===== src/rtl/imem_loader.sv =====
// Serial-byte program loader: takes a word count and little-endian instruction bytes,
// writes them word by word into instruction memory while holding the core in reset.
module imem_loader #(
   parameter int DEPTH   = 16,
   parameter int TIMEOUT = 1000
) (
   input  logic        clk,
   input  logic        reset,
   input  logic        load_start,
   input  logic [7:0]  rx_data,
   input  logic        rx_valid,
   output logic        wr_en,
   output logic [31:0] wr_addr,
   output logic [31:0] wr_data,
   output logic        cpu_reset,
   output logic        busy,
   output logic        done,
   output logic        err
);

   // state | meaning
   // IDLE  | waiting for load_start; core released
   // LEN   | waiting for the word-count byte
   // DATA  | assembling and writing instruction words
   typedef enum logic [1:0] {IDLE, LEN, DATA} state_t;

   localparam int CW = $clog2(DEPTH + 1);
   localparam int TW = $clog2(TIMEOUT + 1);

   state_t         state_q, state_d;
   logic [CW-1:0]  len_q, len_d;
   logic [CW-1:0]  word_idx_q, word_idx_d;
   logic [1:0]     byte_idx_q, byte_idx_d;
   logic [TW-1:0]  timer_q, timer_d;
   logic [23:0]    shift_q, shift_d;
   logic           wr_en_q, wr_en_d;
   logic [31:0]    wr_addr_q, wr_addr_d;
   logic [31:0]    wr_data_q, wr_data_d;
   logic           done_q, done_d;
   logic           err_q, err_d;

   always_ff @(posedge clk or posedge reset) begin
      if (reset) begin
         state_q    <= IDLE;
         len_q      <= '0;
         word_idx_q <= '0;
         byte_idx_q <= '0;
         timer_q    <= '0;
         shift_q    <= '0;
         wr_en_q    <= 1'b0;
         wr_addr_q  <= '0;
         wr_data_q  <= '0;
         done_q     <= 1'b0;
         err_q      <= 1'b0;
      end else begin
         state_q    <= state_d;
         len_q      <= len_d;
         word_idx_q <= word_idx_d;
         byte_idx_q <= byte_idx_d;
         timer_q    <= timer_d;
         shift_q    <= shift_d;
         wr_en_q    <= wr_en_d;
         wr_addr_q  <= wr_addr_d;
         wr_data_q  <= wr_data_d;
         done_q     <= done_d;
         err_q      <= err_d;
      end
   end

   always_comb begin
      state_d    = state_q;
      len_d      = len_q;
      word_idx_d = word_idx_q;
      byte_idx_d = byte_idx_q;
      timer_d    = timer_q;
      shift_d    = shift_q;
      wr_en_d    = 1'b0;
      wr_addr_d  = wr_addr_q;
      wr_data_d  = wr_data_q;
      done_d     = done_q;
      err_d      = err_q;

      case (state_q)
         IDLE: begin
            if (load_start) begin
               state_d    = LEN;
               done_d     = 1'b0;
               err_d      = 1'b0;
               word_idx_d = '0;
               byte_idx_d = '0;
               timer_d    = '0;
            end
         end
         LEN, DATA: begin
            if (rx_valid) begin
               timer_d = '0;
               if (state_q == LEN) begin
                  if (rx_data == 8'd0 || {24'd0, rx_data} > 32'(DEPTH)) begin
                     state_d = IDLE;
                     err_d   = 1'b1;
                  end else begin
                     len_d   = rx_data[CW-1:0];
                     state_d = DATA;
                  end
               end else if (byte_idx_q == 2'd3) begin
                  // Write is registered, so the last word's strobe coincides with IDLE.
                  wr_en_d    = 1'b1;
                  wr_data_d  = {rx_data, shift_q};
                  wr_addr_d  = {{(30-CW){1'b0}}, word_idx_q, 2'b00};
                  word_idx_d = word_idx_q + CW'(1);
                  byte_idx_d = '0;
                  if (word_idx_q == len_q - CW'(1)) begin
                     state_d = IDLE;
                     done_d  = 1'b1;
                  end
               end else begin
                  shift_d[{byte_idx_q, 3'b000} +: 8] = rx_data;
                  byte_idx_d = byte_idx_q + 2'd1;
               end
            end else if (timer_q == TW'(TIMEOUT - 1)) begin
               state_d = IDLE;
               err_d   = 1'b1;
            end else begin
               timer_d = timer_q + TW'(1);
            end
         end
         default: state_d = IDLE;
      endcase
   end

   assign wr_en     = wr_en_q;
   assign wr_addr   = wr_addr_q;
   assign wr_data   = wr_data_q;
   assign busy      = (state_q != IDLE);
   assign cpu_reset = (state_q != IDLE);
   assign done      = done_q;
   assign err       = err_q;

endmodule


===== config.mk =====
export PLATFORM = sky130hd
export DESIGN_NAME = imem_loader
export DESIGN_NICKNAME = d
export VERILOG_FILES = /design/src/rtl/imem_loader.sv
export SDC_FILE = /design/constraint.sdc
export NUM_CORES = 1
export LEC_CHECK = 0
export CORE_ASPECT_RATIO = 0.8
export CORE_UTILIZATION = 40
export CTS_BUF_LIST = sky130_fd_sc_hd__clkbuf_4 sky130_fd_sc_hd__clkbuf_8
export DETAILED_ROUTE_END_ITERATION = 10
export PLACE_DENSITY = 0.67
export SYNTH_ARGS = -nofsm -noshare
export SYNTH_HDL_FRONTEND = slang
export SYNTH_SLANG_ARGS = --single-unit

===== constraint.sdc =====
create_clock -name clk -period 4.7 [get_ports clk]
set_input_delay 1.41 -clock clk [delete_from_list [all_inputs] [get_ports clk]]
set_output_delay 1.41 -clock clk [all_outputs]
set_load 0.01 [all_outputs]

==> flow_summary_export.csv <==
group,metric,value,unit
run_status,status,"completed",
critical_path,worstPathCellList,"inv_1 > ha_1 > inv_1 > clkdlybuf4s50_1",
cells_and_area,n_antenna_cell,0,
sta,slew_headroom,0.241,
global_routing,grt_pass1_vias,2958,
critical_path,cp_top_family,"buffers and inverters",
power,p_per_area,465,mW/mm²
detailed_routing,final_antenna_net_count,0,
die,initial_core_util,0.414,
synthesis,synth-edff-count,0,
min_path,worstHoldPathType,"reg2reg",
die,die-area,0.0111,mm²
sta,finalClockSkew,0.00968,ns
cells_and_area,final_nets,530,
critical_path,timing.critical_path.mode_cell,"inv_1",
placed_design,port_buffers,53,
sta,min_period_over_period,0.664,
synthesis,yosys.area.top_type,"dfrtp_1",
cells_and_area,drive_above_1_share,0.0763,
cells_and_area,areaGrowthSynthToFinish,18.4,%
placed_design,pre_cts_slack,1.25,ns
detailed_routing,viasPerCell,4.73,
critical_path,end_kind,"output port",
synthesis,ys_types,53,
critical_path,cp.depth,4,
global_routing,track_usage,0.168,
detailed_routing,drtPass1Iterations,4,
power,peakVddDrop,0.162,mV
clock_network,h-tree-depth,3,
die,core_area,0.0103,mm²
clock_network,cts_resized,0,
die,pin_count,81,
clock_network,cts_tree,"yes",
synthesis,ys_top_cells_by_count,"173 x nand2_1, 88 x dfrtp_1, 29 x buf_4, 29 x o21ai_0, 15 x nor2_1",
sta,setup_tns,0,ns
synthesis,syn_area_per_cell,9.31,µm²
synthesis,synthFlopType,"dfrtp_1",
global_routing,gr-usage-met2,0.261,
detailed_routing,drt_iter0_markers,312,
clock_network,cts_hold_buf,0,
clock_network,post-cts-setup-buffers,0,
global_routing,grt.overflow.total,0,
run,maxCapViolCount,0,
critical_path,worstReg2RegStart,"state_q[0]$_DFFE_PP0P_",
synthesis,synth-seq-cells,88,
clock_network,cts-root-buf,"clkbuf_8",
synthesis,synth.most_common_cell,"nand2_1",
critical_path,slowest_stage,"clkdlybuf4s50_1",
die,fp.dieH,94.3,µm
placed_design,gp_congestion,0.756,
clock_network,cts_inserted_buffers,9,
critical_path,worstSetupEndpoint,"busy",
critical_path,critPathKind,"reg2out",
global_routing,grt_pass1_wl,14500,µm
clock_network,cts_buffer_depth,2,
critical_path,required,3.29,ns
critical_path,crit_start,"state_q[0]$_DFFE_PP0P_",
clock_network,clk_pin_slew,0.10,ns
clock_network,cts.sinks,88,
critical_path,cp_max_fo,4,
synthesis,synth_top_area_frac,0.517,
critical_path,max_stage_delay,0.54,ns
sta,worstMarginPinSlew,1.14,ns
critical_path,start_kind,"register",
die,die_w,117,µm
detailed_routing,wirelength,8450,µm
synthesis,synthTopCellsByArea,"dfrtp_1 52%, nand2_1 15%, buf_4 5.1%",
global_routing,grt_use_met1,0.232,
detailed_routing,via_count,3079,
sta,max_freq,320,MHz
synthesis,synth_area,0.00426,mm²
sta,worst_slack,1.58,ns
synthesis,yosysWarnings,0,
clock_network,clk_latency,0.36,ns
global_routing,grt_max_degree,89,
power,leakage,0.00242,µW
sta,hold_viol,0,
sta,finalSetupViolations,0,
synthesis,ys_seq_area_frac,0.517,
global_routing,grt_use_met3,0.0407,
die,core.rowCount,33,
synthesis,syn-instance-count,457,
critical_path,path_buf_inv,3,
global_routing,antenna_found_initial,0,
critical_path,reg2reg_depth,7,
critical_path,cp.arrival,1.71,ns
placed_design,dpl.hpwl,5630,µm
sta,period_needed,3.12,ns
detailed_routing,wire_per_inst,13.0,µm
sta,grt_setup_unrepaired,"no",
critical_path,r2r_end,"wr_data[9]$_DFFE_PP0P_",
cells_and_area,fillers,957,
global_routing,busiest_layer,"met2",
critical_path,rrSetupSlack,2.14,ns
sta,drv_slew,0,
synthesis,async_reset_ff_frac,1.00,
detailed_routing,route.detailed.drc,0,
[cell families (layout without fill, tap and decap cells)]
logic type / Yosys count / count (layout) / synth area share
compound gates: 51 / 51 / 0.0776
xor+xnor: 16 / 16 / 0.0347
buf+inv: 55 / 83 / 0.0767
fa+ha+maj: 12 / 12 / 0.0353
simple gates: 228 / 228 / 0.238
flops: 88 / 88 / 0.517
mux: 6 / 6 / 0.0191
other cells: 1 / 27 / 0.000881
[routing by layer]
| metal | vias up | part of all wire | wire, µm |
|---|---|---|---|
| met5 | - | 0 | 0 |
| met4 | 0 | 0.012 | 103 |
| met3 | 9 | 0.044 | 371 |
| met2 | 73 | 0.44 | 3690 |
| met1 | 1468 | 0.51 | 4280 |
| li1 | 1529 | - | - |
[layout make-up]
class                           count  area [µm²]  area share
Clock buffer                        9         124      0.0246
Clock inverter                      7         110      0.0218
Multi-Input combinational cell    340        1830       0.362
Inverter                           12        46.3     0.00918
Sequential cell                    88        2200       0.437
Timing Repair Buffer               55         558       0.111
Tap cell                          140         175      0.0347
[through the flow]
step	cell area, µm²	hold WS [ns]	cells	power (µW)	util
after floorplan	4350	0.439	483	1530	-
after global placement	4810	0.448	635	1730	0.468
after detailed placement	4810	0.455	635	1750	0.468
after CTS	5040	0.481	651	2360	0.490
after global routing	5040	0.506	651	2510	0.490
final	5040	0.478	651	2340	0.490
[placed cells by master, fill, tap and decap left out, types with 3 or more instances in the layout]
cell type / instances
xnor2_1: 4
and3_1: 3
ha_1: 12
xor2_1: 11
or3_1: 3
clkdlybuf4s50_1: 53
clkbuf_8: 9
nand2_1: 173
a22o_1: 5
o21ai_1: 3
mux2_4: 4
nand3_1: 7
inv_1: 11
dfrtp_1: 88
nand4_1: 5
inv_8: 3
o21ai_0: 29
nor2_1: 15
conb_1: 27
a21oi_1: 3
[sequential cells by signal, indices dropped and copies added, names as in the netlist]
signal,flops
wr_addr,5
err,1
timer_q,10
wr_data,32
state_q,2
len_q,5
wr_en,1
word_idx_q,5
done,1
shift_q,24
byte_idx_q,2
[worst min-delay path by stage]
stage	slack, ns	end	start	cells after the start
6_report	0.48	wr_data[20]$_DFFE_PP0P_	shift_q[20]$_DFFE_PP0P_	2
5_1_grt	0.51	wr_data[30]$_DFFE_PP0P_	wr_data[30]$_DFFE_PP0P_	2
4_1_cts	0.48	wr_data[8]$_DFFE_PP0P_	shift_q[8]$_DFFE_PP0P_	2
3_5_place_dp	0.45	wr_data[17]$_DFFE_PP0P_	shift_q[17]$_DFFE_PP0P_	2
3_3_place_gp	0.45	wr_data[16]$_DFFE_PP0P_	shift_q[16]$_DFFE_PP0P_	2
2_1_floorplan	0.44	wr_data[0]$_DFFE_PP0P_	shift_q[0]$_DFFE_PP0P_	2
[worst register-to-register path, cell delays in order, from the launching register on]
cell and delay, ns:
dfrtp_1 0.42, inv_1 0.08, ha_1 0.57, nor2b_1 0.22
nand3_1 0.11, inv_1 0.85, nand2_1 0.16, nand2_1 0.11
[where the power goes]
part | internal (µW) | total (µW) | switching [µW]
Clock | 312 | 610 | 298
Sequential | 894 | 1000 | 107
Combinational | 330 | 733 | 402
Total | 1540 | 2340 | 807
No activity file was read; power rests on OpenSTA's default activity.
